**src/rtl/adc_sequencer.sv**
```systemverilog
// ADC acquisition sequencer: optional config word to the ADC manager, then periodic triggers.
// Optional feature macro: ADC_SEQ_OVERRUN_CNT_EN enables the missed-slot counter.
module adc_sequencer #(
    parameter int CNT_WIDTH = 32
) (
    input  logic                 aclk,
    input  logic                 aresetn,
    input  logic                 start,
    input  logic                 stop,
    input  logic [CNT_WIDTH-1:0] period,
    input  logic [CNT_WIDTH-1:0] num_samples,
    input  logic                 cfg_en,
    input  logic [23:0]          cfg_word,
    input  logic                 adc_ready,
    output logic                 trigger,
    output logic [31:0]          m_axis_tdata,
    output logic                 m_axis_tvalid,
    input  logic                 m_axis_tready,
    output logic                 busy,
    output logic                 done,
    output logic [2:0]           state,
    output logic [CNT_WIDTH-1:0] sample_cnt,
    output logic [15:0]          overrun_cnt
);

    typedef enum logic [2:0] {
        S_IDLE     = 3'd0,
        S_CFG      = 3'd1,
        S_CFG_WAIT = 3'd2,
        S_RUN      = 3'd3,
        S_DRAIN    = 3'd4,
        S_DONE     = 3'd5
    } state_t;

    localparam logic [CNT_WIDTH-1:0] ONE = CNT_WIDTH'(1);
    localparam logic [CNT_WIDTH-1:0] TWO = CNT_WIDTH'(2);

    state_t               state_q, state_d;
    logic [CNT_WIDTH-1:0] period_q, period_d;
    logic [CNT_WIDTH-1:0] num_q, num_d;
    logic [23:0]          cfg_word_q, cfg_word_d;
    logic [CNT_WIDTH-1:0] phase_q, phase_d;
    logic [1:0]           wait_q, wait_d;
    logic                 stop_pend_q, stop_pend_d;
    logic [CNT_WIDTH-1:0] sample_cnt_q, sample_cnt_d;
    logic                 slot;
    logic                 start_ok;

`ifdef ADC_SEQ_OVERRUN_CNT_EN
    logic [15:0] overrun_q, overrun_d;
`endif

    assign slot     = (state_q == S_RUN) && (phase_q == '0);
    assign start_ok = start && !stop;

    always_comb begin
        state_d      = state_q;
        period_d     = period_q;
        num_d        = num_q;
        cfg_word_d   = cfg_word_q;
        phase_d      = phase_q;
        wait_d       = wait_q;
        stop_pend_d  = stop_pend_q;
        sample_cnt_d = sample_cnt_q;
`ifdef ADC_SEQ_OVERRUN_CNT_EN
        overrun_d    = overrun_q;
`endif
        case (state_q)
            S_IDLE, S_DONE: begin
                if (start_ok) begin
                    period_d     = (period < TWO) ? TWO : period;
                    num_d        = num_samples;
                    cfg_word_d   = cfg_word;
                    sample_cnt_d = '0;
`ifdef ADC_SEQ_OVERRUN_CNT_EN
                    overrun_d    = 16'd0;
`endif
                    phase_d      = '0;
                    wait_d       = 2'd0;
                    stop_pend_d  = 1'b0;
                    state_d      = cfg_en ? S_CFG : S_RUN;
                end
            end
            S_CFG: begin
                // tvalid must stay up until accepted, so an abort is only remembered here
                if (stop) begin
                    stop_pend_d = 1'b1;
                end
                if (m_axis_tready) begin
                    wait_d      = 2'd0;
                    stop_pend_d = 1'b0;
                    state_d     = (stop || stop_pend_q) ? S_DRAIN : S_CFG_WAIT;
                end
            end
            S_CFG_WAIT: begin
                if (stop) begin
                    wait_d  = 2'd0;
                    state_d = S_DRAIN;
                end else if (wait_q != 2'd2) begin
                    wait_d = wait_q + 2'd1;
                end else if (adc_ready) begin
                    phase_d = '0;
                    state_d = S_RUN;
                end
            end
            S_RUN: begin
                phase_d = (phase_q == period_q - ONE) ? '0 : phase_q + ONE;
                if (slot) begin
                    if (adc_ready) begin
                        sample_cnt_d = sample_cnt_q + ONE;
                        if ((num_q != '0) && (sample_cnt_q + ONE == num_q)) begin
                            wait_d  = 2'd0;
                            state_d = S_DRAIN;
                        end
                    end else begin
`ifdef ADC_SEQ_OVERRUN_CNT_EN
                        if (overrun_q != 16'hFFFF) begin
                            overrun_d = overrun_q + 16'd1;
                        end
`endif
                    end
                end
                if (stop) begin
                    wait_d  = 2'd0;
                    state_d = S_DRAIN;
                end
            end
            S_DRAIN: begin
                if (wait_q != 2'd2) begin
                    wait_d = wait_q + 2'd1;
                end else if (adc_ready) begin
                    state_d = S_DONE;
                end
            end
            default: begin
                state_d = S_IDLE;
            end
        endcase
    end

    always_ff @(posedge aclk or negedge aresetn) begin
        if (!aresetn) begin
            state_q      <= S_IDLE;
            period_q     <= '0;
            num_q        <= '0;
            cfg_word_q   <= 24'd0;
            phase_q      <= '0;
            wait_q       <= 2'd0;
            stop_pend_q  <= 1'b0;
            sample_cnt_q <= '0;
`ifdef ADC_SEQ_OVERRUN_CNT_EN
            overrun_q    <= 16'd0;
`endif
        end else begin
            state_q      <= state_d;
            period_q     <= period_d;
            num_q        <= num_d;
            cfg_word_q   <= cfg_word_d;
            phase_q      <= phase_d;
            wait_q       <= wait_d;
            stop_pend_q  <= stop_pend_d;
            sample_cnt_q <= sample_cnt_d;
`ifdef ADC_SEQ_OVERRUN_CNT_EN
            overrun_q    <= overrun_d;
`endif
        end
    end

    // Outputs decode directly from state so reset clears them without a clock edge
    assign trigger       = slot && adc_ready;
    assign m_axis_tvalid = (state_q == S_CFG);
    assign m_axis_tdata  = {8'h00, cfg_word_q};
    assign busy          = (state_q == S_CFG) || (state_q == S_CFG_WAIT) ||
                           (state_q == S_RUN) || (state_q == S_DRAIN);
    assign done          = (state_q == S_DONE);
    assign state         = state_q;
    assign sample_cnt    = sample_cnt_q;

`ifdef ADC_SEQ_OVERRUN_CNT_EN
    assign overrun_cnt = overrun_q;
`else
    assign overrun_cnt = 16'd0;
`endif

endmodule

```
**config.mk**
```make
export PLATFORM = sky130hd
export DESIGN_NAME = adc_sequencer
export DESIGN_NICKNAME = d
export VERILOG_FILES = /design/src/rtl/adc_sequencer.sv
export SDC_FILE = /design/constraint.sdc
export NUM_CORES = 1
export LEC_CHECK = 0
export CAP_MARGIN = 25
export CORE_MARGIN = 2
export CORE_UTILIZATION = 58
export CTS_BUF_LIST = sky130_fd_sc_hd__clkbuf_16
export DETAILED_ROUTE_END_ITERATION = 12
export PLACE_DENSITY = 0.87
export SLEW_MARGIN = 25
export SYNTH_ARGS = -nofsm -noshare
export SYNTH_HDL_FRONTEND = slang
export SYNTH_SLANG_ARGS = --single-unit
```
**constraint.sdc**
```tcl
create_clock -name aclk -period 6.51 [get_ports aclk]
set_input_delay 0.9765 -clock aclk [delete_from_list [all_inputs] [get_ports aclk]]
set_output_delay 0.9765 -clock aclk [all_outputs]
set_load 0.02 [all_outputs]
```
==> impl_metrics.env <==
export IMPL_hold_buffers=0
export IMPL_fin_ws_ns=1.724
export IMPL_path_cells="clkdlybuf4s50_1 -> nor4b_1 -> nand4_1 -> nor2_1 -> nand2_1 -> buf_4 -> inv_1 -> clkdlybuf4s50_1"
export IMPL_regArea_um2=3954
export IMPL_synth_warnings=0
export IMPL_layout_commonest_cell="nand2_1"
export IMPL_post_place_ws_ns=1.838
export IMPL_r2r_slack_ns=1.76
export IMPL_whs_path_depth=2
export IMPL_clock_root_buffer="clkbuf_16"
export IMPL_synth_cell_types=80
export IMPL_grt_pass1_vias=9844
export IMPL_rr_endpoint="phase_q[4]$_DFFE_PN0P_"
export IMPL_wl_per_cell_um=18.46
export IMPL_worstSetupStartpointType="primary input"
export IMPL_critical_path_max_stage_delay_ns=0.75
export IMPL_crit_type="primary input to output pin"
export IMPL_antenna_found_initial=0
export IMPL_grt_first_pass_wirelength_um=49680
export IMPL_overflow=0
export IMPL_ff2ff_path_depth=8
export IMPL_place_hpwl_um=21200
export IMPL_mostFrequentLayoutCells="362 x nand2_1, 158 x dfrtp_1, 156 x clkdlybuf4s50_1, 81 x nor2_1, 52 x xnor2_1"
export IMPL_hold_class="flop to flop"
export IMPL_clkSlewWorstSetupHoldPaths_ns=0.06
export IMPL_synth_edf_count=0
export IMPL_drtAntennaViolNets=0
export IMPL_num_rows=49
export IMPL_path_max_fanout=39
export IMPL_antenna_cells=0
export IMPL_p_leak_nw=5.272
export IMPL_fin_setup_tns_ns=0
export IMPL_dieArea_um2=19110
export IMPL_crit_arrival_ns=3.81
export IMPL_fill_cells=1346
export IMPL_period_share=0.7352
export IMPL_drive_above_1_share=0.05962
export IMPL_outcome="complete, no violations"
export IMPL_place_congestion=0.9351
export IMPL_wl_um=30240
export IMPL_cts_sink_count=158
export IMPL_syn_area_per_cell_um2=8.008
export IMPL_drv_cap=0
export IMPL_required_ns=5.53
export IMPL_async_flop_share=1.000
export IMPL_start_util=0.5857
export IMPL_synth_area_um2=10450
export IMPL_multi_input_area_um2=5862
export IMPL_port_buffers=157
export IMPL_rsz0062_at_grt="false"
export IMPL_end_kind="output pin"
export IMPL_seq_area_frac_synth=0.3784
export IMPL_synth_seq_cells=158
export IMPL_via_per_inst=6.198
export IMPL_grt_max_degree=96
export IMPL_tightestPinTransition_ns=1.046
export IMPL_clk_latency_ns=0.44
export IMPL_crit_top_cell="clkdlybuf4s50_1"
export IMPL_htree_levels=4
export IMPL_cts_tree="yes"
export IMPL_worstSetupStartpoint="adc_ready"
export IMPL_gr_usage_all_layers=0.3155
export IMPL_slowest_stage="clkdlybuf4s50_1"
export IMPL_numCtsBuffers=17
export IMPL_core_area_um2=17840
export IMPL_setup_violations=0
export IMPL_relSlewSlack=0.3016
export IMPL_period_needed_ns=4.786
export IMPL_netlist_instances=1305
export IMPL_powerDensity_nw_per_um2=421.9
export IMPL_maxSlewViolCount=0
export IMPL_ys_flop_type="dfrtp_1"
export IMPL_via_count=10152
export IMPL_die_h_um=138.2
export IMPL_drtPass1Iterations=5
export IMPL_hold_violations=0
export IMPL_post_cts_setup_buffers=0
export IMPL_cp_endpoint="trigger"
export IMPL_worst_clock_skew_ns=0.008155
export IMPL_nets=1497
export IMPL_drtIter0Drc=1244
export IMPL_r2r_start="period_q[2]$_DFFE_PN0P_"
export IMPL_post_dp_cell_area_um2=11810
export IMPL_die_x_um=138.2
export IMPL_syn2layout_area_growth_pct=18.52
export IMPL_fin_area_um2=12390
export IMPL_fmax_mhz=208.9
export IMPL_io_pins=182
export IMPL_drc=0
export IMPL_ctsResizeCount=0
export IMPL_ir_drop_v=0.0002518
export IMPL_p_total_w=0.005225
export IMPL_clock_path_buffers=2
-- flip-flops by register name (all words and copies together) (netlist names) --
register and cells:
state 3, num_q 32, cfg_word_q 24, period_q 32, phase_q 32, sample_cnt 32
wait_q 2, stop_pend_q 1
-- Yosys cell counts, types with 28 or more instances --
cell type  number  share of area
clkbuf_1       59          0.021
nand3_1        42          0.020
nor2_1         83          0.030
nand2_1       362           0.13
dfrtp_1       158           0.38
nor4_1         38          0.023
nand4_1        31          0.019
nor3_1         28          0.013
o211ai_1       30          0.022
xnor2_1        52          0.044
buf_4          30          0.022
xor2_1         30          0.025
o21ai_0        49          0.023
-- where the power goes --
| part | internal, W | switching (W) | total (W) |
|---|---|---|---|
| logic | 0.000964 | 0.00137 | 0.00233 |
| clock network | 0.000562 | 0.000425 | 0.000987 |
| registers | 0.00134 | 0.000573 | 0.00191 |
-- metal layers --
layer / wire length, um / track usage
met5: 0 / 0
met4: 1282 / 0.1450
met3: 2394 / 0.05715
met2: 14670 / 0.5195
met1: 11890 / 0.4077
-- layout make-up --
cell class | instances | area share
clock buffer | 17 | 0.03435
inverter | 19 | 0.005758
multi-input combinational | 1034 | 0.4733
sequential | 158 | 0.3192
timing repair buffer | 166 | 0.1324
clock inverter | 15 | 0.01182
tap | 229 | 0.02313
-- worst max-delay path: cells and delay by family --
kind                   cells  cell delay (ns)
AND/OR/NAND/NOR            4             0.73
buffers and inverters      4             2.09
-- metrics by stage --
stage               instances  hold slack [ns]  utilization
global placement         1606           0.4568       0.6622
finish                   1638           0.4754       0.6942
CTS                      1638           0.4776       0.6942
detailed placement       1606           0.4620       0.6622
global route             1638           0.4913       0.6942
floorplan                1328           0.4665            -
-- worst min-delay path by stage --
stage / startpoint / endpoint / slack [ns]
2_1_floorplan: period_q[31]$_DFFE_PN0P_ / period_q[31]$_DFFE_PN0P_ / 0.47
3_3_place_gp: cfg_word_q[2]$_DFFE_PN0P_ / cfg_word_q[2]$_DFFE_PN0P_ / 0.46
3_5_place_dp: cfg_word_q[9]$_DFFE_PN0P_ / cfg_word_q[9]$_DFFE_PN0P_ / 0.46
4_1_cts: cfg_word_q[9]$_DFFE_PN0P_ / cfg_word_q[9]$_DFFE_PN0P_ / 0.48
5_1_grt: cfg_word_q[9]$_DFFE_PN0P_ / cfg_word_q[9]$_DFFE_PN0P_ / 0.49
6_report: cfg_word_q[16]$_DFFE_PN0P_ / cfg_word_q[16]$_DFFE_PN0P_ / 0.48
-- cell families (layout without fill, tap and decap cells) --
| group | after synthesis | in the layout | synth area share |
|---|---|---|---|
| AND/OR/NAND/NOR | 700 | 700 | 0.3166 |
| AO/OA/AOI/OAI | 219 | 219 | 0.1553 |
| flip-flops | 158 | 158 | 0.3784 |
| buffers and inverters | 136 | 217 | 0.07052 |
| XOR/XNOR | 82 | 82 | 0.06873 |
| adder cells (fa/ha/maj) | 6 | 6 | 0.007184 |
| multiplexers | 3 | 3 | 0.002993 |
| other | 1 | 24 | 0.0003589 |
Note: power is estimated with default switching activity, not from simulation.
